File: src/rtl/cfs_tx_ctrl_skid.sv
// Registered TX controller: a 2-entry skid buffer between the TX FIFO pop port and md_tx,
// with enable gating, zero-size drop, transfer/drop counters and a stall watchdog.
module cfs_tx_ctrl_skid #(
    parameter  int ALGN_DATA_WIDTH   = 32,
    parameter  int CNT_WIDTH         = 16,
    localparam int ALGN_OFFSET_WIDTH = (ALGN_DATA_WIDTH <= 8) ? 1 : $clog2(ALGN_DATA_WIDTH / 8),
    localparam int ALGN_SIZE_WIDTH   = $clog2(ALGN_DATA_WIDTH / 8) + 1,
    localparam int FIFO_DATA_WIDTH   = ALGN_DATA_WIDTH + ALGN_OFFSET_WIDTH + ALGN_SIZE_WIDTH
) (
    input  logic                         clk,
    input  logic                         reset,
    input  logic                         enable,
    input  logic                         cnt_clr,
    input  logic [CNT_WIDTH-1:0]         stall_threshold,
    input  logic                         pop_valid,
    input  logic [FIFO_DATA_WIDTH-1:0]   pop_data,
    output logic                         pop_ready,
    output logic                         md_tx_valid,
    output logic [ALGN_DATA_WIDTH-1:0]   md_tx_data,
    output logic [ALGN_OFFSET_WIDTH-1:0] md_tx_offset,
    output logic [ALGN_SIZE_WIDTH-1:0]   md_tx_size,
    input  logic                         md_tx_ready,
    output logic [CNT_WIDTH-1:0]         tx_cnt,
    output logic [CNT_WIDTH-1:0]         drop_cnt,
    output logic [CNT_WIDTH-1:0]         stall_cnt,
    output logic                         stall_timeout
);

    typedef enum logic [1:0] {
        OCC_EMPTY = 2'd0,
        OCC_ONE   = 2'd1,
        OCC_TWO   = 2'd2
    } occ_t;

    occ_t occ, occ_next;

    logic [ALGN_DATA_WIDTH-1:0]   pop_dat;
    logic [ALGN_OFFSET_WIDTH-1:0] pop_off;
    logic [ALGN_SIZE_WIDTH-1:0]   pop_size;

    logic [ALGN_DATA_WIDTH-1:0]   t_data;
    logic [ALGN_OFFSET_WIDTH-1:0] t_offset;
    logic [ALGN_SIZE_WIDTH-1:0]   t_size;

    logic acc, st, drop, snd;
    logic load_h_pop, load_h_t, load_t_pop;

    assign pop_dat  = pop_data[ALGN_DATA_WIDTH-1:0];
    assign pop_off  = pop_data[ALGN_DATA_WIDTH +: ALGN_OFFSET_WIDTH];
    assign pop_size = pop_data[ALGN_DATA_WIDTH + ALGN_OFFSET_WIDTH +: ALGN_SIZE_WIDTH];

    assign md_tx_valid = (occ != OCC_EMPTY);
    assign pop_ready   = !reset && enable && (occ != OCC_TWO);
    assign acc         = pop_valid && pop_ready;
    assign st          = acc && (pop_size != '0);
    assign drop        = acc && (pop_size == '0);
    assign snd         = md_tx_valid && md_tx_ready;

    assign stall_timeout = (stall_threshold != '0) && (stall_cnt >= stall_threshold);

    // A stored entry lands in the first slot left free after this cycle's retire.
    always_comb begin
        occ_next   = occ;
        load_h_pop = 1'b0;
        load_h_t   = 1'b0;
        load_t_pop = 1'b0;
        case (occ)
            OCC_EMPTY: begin
                if (st) begin
                    occ_next   = OCC_ONE;
                    load_h_pop = 1'b1;
                end
            end
            OCC_ONE: begin
                if (snd && st) begin
                    load_h_pop = 1'b1;
                end else if (snd) begin
                    occ_next = OCC_EMPTY;
                end else if (st) begin
                    occ_next   = OCC_TWO;
                    load_t_pop = 1'b1;
                end
            end
            OCC_TWO: begin
                if (snd) begin
                    occ_next = OCC_ONE;
                    load_h_t = 1'b1;
                end
            end
            default: occ_next = OCC_EMPTY;
        endcase
    end

    always_ff @(posedge clk) begin
        if (reset) begin
            occ          <= OCC_EMPTY;
            md_tx_data   <= '0;
            md_tx_offset <= '0;
            md_tx_size   <= '0;
            t_data       <= '0;
            t_offset     <= '0;
            t_size       <= '0;
        end else begin
            occ <= occ_next;
            if (load_h_pop) begin
                md_tx_data   <= pop_dat;
                md_tx_offset <= pop_off;
                md_tx_size   <= pop_size;
            end else if (load_h_t) begin
                md_tx_data   <= t_data;
                md_tx_offset <= t_offset;
                md_tx_size   <= t_size;
            end
            if (load_t_pop) begin
                t_data   <= pop_dat;
                t_offset <= pop_off;
                t_size   <= pop_size;
            end
        end
    end

    // Counter clear wins over a same-cycle increment; the stall counter ignores it.
    always_ff @(posedge clk) begin
        if (reset) begin
            tx_cnt    <= '0;
            drop_cnt  <= '0;
            stall_cnt <= '0;
        end else begin
            if (cnt_clr) begin
                tx_cnt <= '0;
            end else if (snd) begin
                tx_cnt <= tx_cnt + 1'b1;
            end

            if (cnt_clr) begin
                drop_cnt <= '0;
            end else if (drop && (drop_cnt != '1)) begin
                drop_cnt <= drop_cnt + 1'b1;
            end

            if (!md_tx_valid || snd) begin
                stall_cnt <= '0;
            end else if (stall_cnt != '1) begin
                stall_cnt <= stall_cnt + 1'b1;
            end
        end
    end

endmodule

File: config.mk
export PLATFORM = sky130hd
export DESIGN_NAME = cfs_tx_ctrl_skid
export DESIGN_NICKNAME = d
export VERILOG_FILES = /design/src/rtl/cfs_tx_ctrl_skid.sv
export SDC_FILE = /design/constraint.sdc
export NUM_CORES = 1
export LEC_CHECK = 0
export BUFFER_PORTS_ARGS = -buffer_cell sky130_fd_sc_hd__buf_4
export CAP_MARGIN = 20
export CORE_ASPECT_RATIO = 1.2
export CORE_MARGIN = 2
export CORE_UTILIZATION = 40
export DETAILED_ROUTE_END_ITERATION = 16
export HOLD_SLACK_MARGIN = 0.05
export PLACE_DENSITY = 0.62
export SLEW_MARGIN = 30
export SYNTH_ARGS = -nofsm -noshare
export SYNTH_HDL_FRONTEND = slang
export SYNTH_SLANG_ARGS = --single-unit
File: constraint.sdc
create_clock -name clk -period 2.15 [get_ports clk]
set_input_delay 0.3225 -clock clk [delete_from_list [all_inputs] [get_ports clk]]
set_output_delay 0.3225 -clock clk [all_outputs]
set_load 0.05 [all_outputs]
==> flow_metrics.tcl <==
set metrics [dict create \
    grt_pass1_vias 4973 \
    async_flop_share_pct 0 \
    dieArea_mm2 0.0154 \
    hold_buffers 0 \
    clk_pin_slew_ps 60 \
    critical_path_buf_inv_count 2 \
    route.top_layer_used "met4" \
    numCtsBuffers 17 \
    dp_hpwl_um 10300 \
    synth_edf_count 0 \
    synth_top_area_share_pct 43.1 \
    ys_seq_area_share_pct 43.1 \
    std_cell_rows 48 \
    ys.flop_type "dfxtp_1" \
    drtPass1Iterations 4 \
    routed_wl_um 14900 \
    synth_area_mm2 0.00577 \
    antenna_found_initial 0 \
    worstPathRequired_ps 1830 \
    place.port_buffers 146 \
    synth.most_common_cell "nand2_1" \
    die-height_um 136 \
    drive_above_1_share_pct 28.8 \
    postSynthNetCount 740 \
    path_cells "inv_4 -> ha_4 -> o211ai_1 -> a211o_1 -> a211oi_2 -> o31a_2 -> buf_8" \
    start_kind "flop" \
    grt.overflow.total 0 \
    crit_path_max_incr_delay_ps 360 \
    wl_per_cell_um 14.8 \
    tritoncts "done" \
    grt_max_degree 78 \
    synth_cell_types 51 \
    drt_iter0_markers 247 \
    clk_latency_ps 410 \
    clk_path_buf_depth 2 \
    io_pins 147 \
    worstSetupEndpointType "output pin" \
    grt_first_pass_wirelength_um 23800 \
    critical_path_class "reg2out" \
    crit_family "compound AO/OA/AOI/OAI gates" \
    synthToLayoutAreaGrowth_pct 37.1 \
    yosys-top-cells-count "127 x nand2_1, 124 x dfxtp_1, 54 x a21oi_1, 43 x nor2_1, 41 x mux2i_1" \
    finalMaxSlewViolations 0 \
    h-tree-depth 4 \
    run_status "finished with violations" \
    holdWs_ps 110 \
    synth.largest_area_cell "dfxtp_1" \
    worst_slew_pin_slew_ps 786 \
    crit_fanout 2 \
    insertedDiodeCount 0 \
    fin_skew_ps 5.92 \
    ys_seq_elements 124 \
    seq_area_mm2 0.00250 \
    p_leak_nw 3.31 \
    hp-class "in2reg" \
    root_buffer "clkbuf_16" \
    period_share_pct 105 \
    multi_input_area_mm2 0.00310 \
    setup_viol 1 \
    peakVddDrop_mv 0.362 \
    cts_sinks 124 \
    met1_length_um 6110 \
    slowest_stage "o31a_2" \
    slew_headroom_pct 47.6 \
    die_x_um 114 \
    nets 894 \
    hold_viol 0 \
    ant_nets 0 \
    maxCapViolations 0 \
    gp_congestion 0.763 \
    n_fill_cell 1341 \
    wl_met3_um 763 \
    setup_ws_ps -117 \
    drc_errors 0 \
    core_mm2 0.0142 \
    ys_warn_count 0 \
    min_period_ps 2270 \
    start_util_pct 40.5 \
    rsz0062_at_grt "true" \
    cellPowerDensity_mw_per_mm2 755 \
    dr_total_vias 5266 \
    fmax_mhz 441 \
    netlist_instances 662 \
    grt_usage_pct 19.3 \
    wl_met2_um 7650 \
    place_area_mm2 0.00708 \
    cp.arrival_ps 1940 \
    routed_via_density 5.25 \
    ys_top_cells_by_area "dfxtp_1 43%, nand2_1 8.3%, mux2i_1 7.1%" \
    syn_area_per_cell_um2 8.71 \
    pre_cts_ws_ps -101 \
    violations "setup timing" \
    final_area_mm2 0.00791 \
]
## worst reg2reg max path, stage by stage, from the launching register on
cell,delay [ps]
dfxtp_4,350
buf_4,130
ha_1,210
nand3_1,230
nor4_1,540
nor3_1,120
xnor2_1,160
nor2_1,50
## state kept, by name, indices dropped and copies added, names as in the netlist
register	count
drop_cnt	16
occ	2
t_data	32
t_size	3
t_offset	2
stall_cnt	16
md_tx_size	3
md_tx_data	32
tx_cnt	16
md_tx_offset	2
## path summary, 6_finish.rpt
path	startpoint	endpoint	slack, ps	cells past startpoint
hold reg to reg	t_data[27]$_SDFFE_PP0P_	t_data[27]$_SDFFE_PP0P_	450	2
setup reg to reg	stall_cnt[0]$_SDFFE_PP0P_	stall_cnt[9]$_SDFFE_PP0P_	220	7
setup / recovery	stall_cnt[0]$_SDFFE_PP0P_	stall_timeout	-120	7
hold / removal	pop_data[10]	md_tx_data[10]$_SDFFE_PP0P_	110	3
## final cells by class
| type | instances | area share (%) |
|---|---|---|
| Multi-Input combinational cell | 475 | 39.2 |
| Timing Repair Buffer | 173 | 17.0 |
| Clock inverter | 13 | 2.39 |
| Sequential cell | 124 | 31.7 |
| Inverter | 25 | 1.22 |
| Tap cell | 175 | 2.77 |
| Clock buffer | 19 | 5.73 |
## power by group
part / internal, W / switching, W / total [W]
Combinational: 0.000200 / 0.000323 / 0.000523
Sequential: 0.00234 / 0.0000294 / 0.00237
Clock: 0.00201 / 0.00107 / 0.00308
Total: 0.00455 / 0.00142 / 0.00597
## metal layers
| layer | GRT usage (%) | vias up |
|---|---|---|
| li1 | - | 2628 |
| met3 | 4.07 | 25 |
| met5 | 0 | - |
| met4 | 8.81 | 0 |
| met1 | 22.1 | 2484 |
| met2 | 34.2 | 129 |
## cell families after synthesis
logic type | count (synthesis) | share of synthesized area, %
compound gates | 125 | 14.4
xor+xnor | 33 | 5.01
fa+ha+maj | 19 | 4.12
buf+inv | 63 | 4.64
flops | 124 | 43.1
mux | 41 | 7.12
simple gates | 257 | 21.6
## cells in the final DEF, fill, tap and decap left out, types with 8 or more instances in the layout
master	count
nor2_1	42
nand4_1	10
clkbuf_16	17
inv_1	24
xnor2_1	27
a21oi_1	54
o31ai_1	38
dfxtp_1	117
ha_1	14
or3_1	8
nand3_1	19
mux2i_1	41
nand2_1	127
nor3_1	12
buf_4	169
## metrics by stage
stage | power [W] | util [%] | setup TNS [ps] | cells
floorplan | 0.00272 | - | 0 | 662
global placement | 0.00292 | 49.8 | -1040 | 965
detailed placement | 0.00294 | 49.8 | -2200 | 965
CTS | 0.00603 | 55.1 | -157 | 1001
global route | 0.00617 | 55.5 | -178 | 1004
finish | 0.00597 | 55.5 | -117 | 1004
## timing repair
item / CTS / global route
pin swaps: 8 / 10
resized for setup: 18 / 3
endpoints found under the setup margin: 1 / 1
gates cloned: 0 / 0
buffers inserted: 4 / 1
Power figures use the tool's default switching activity.
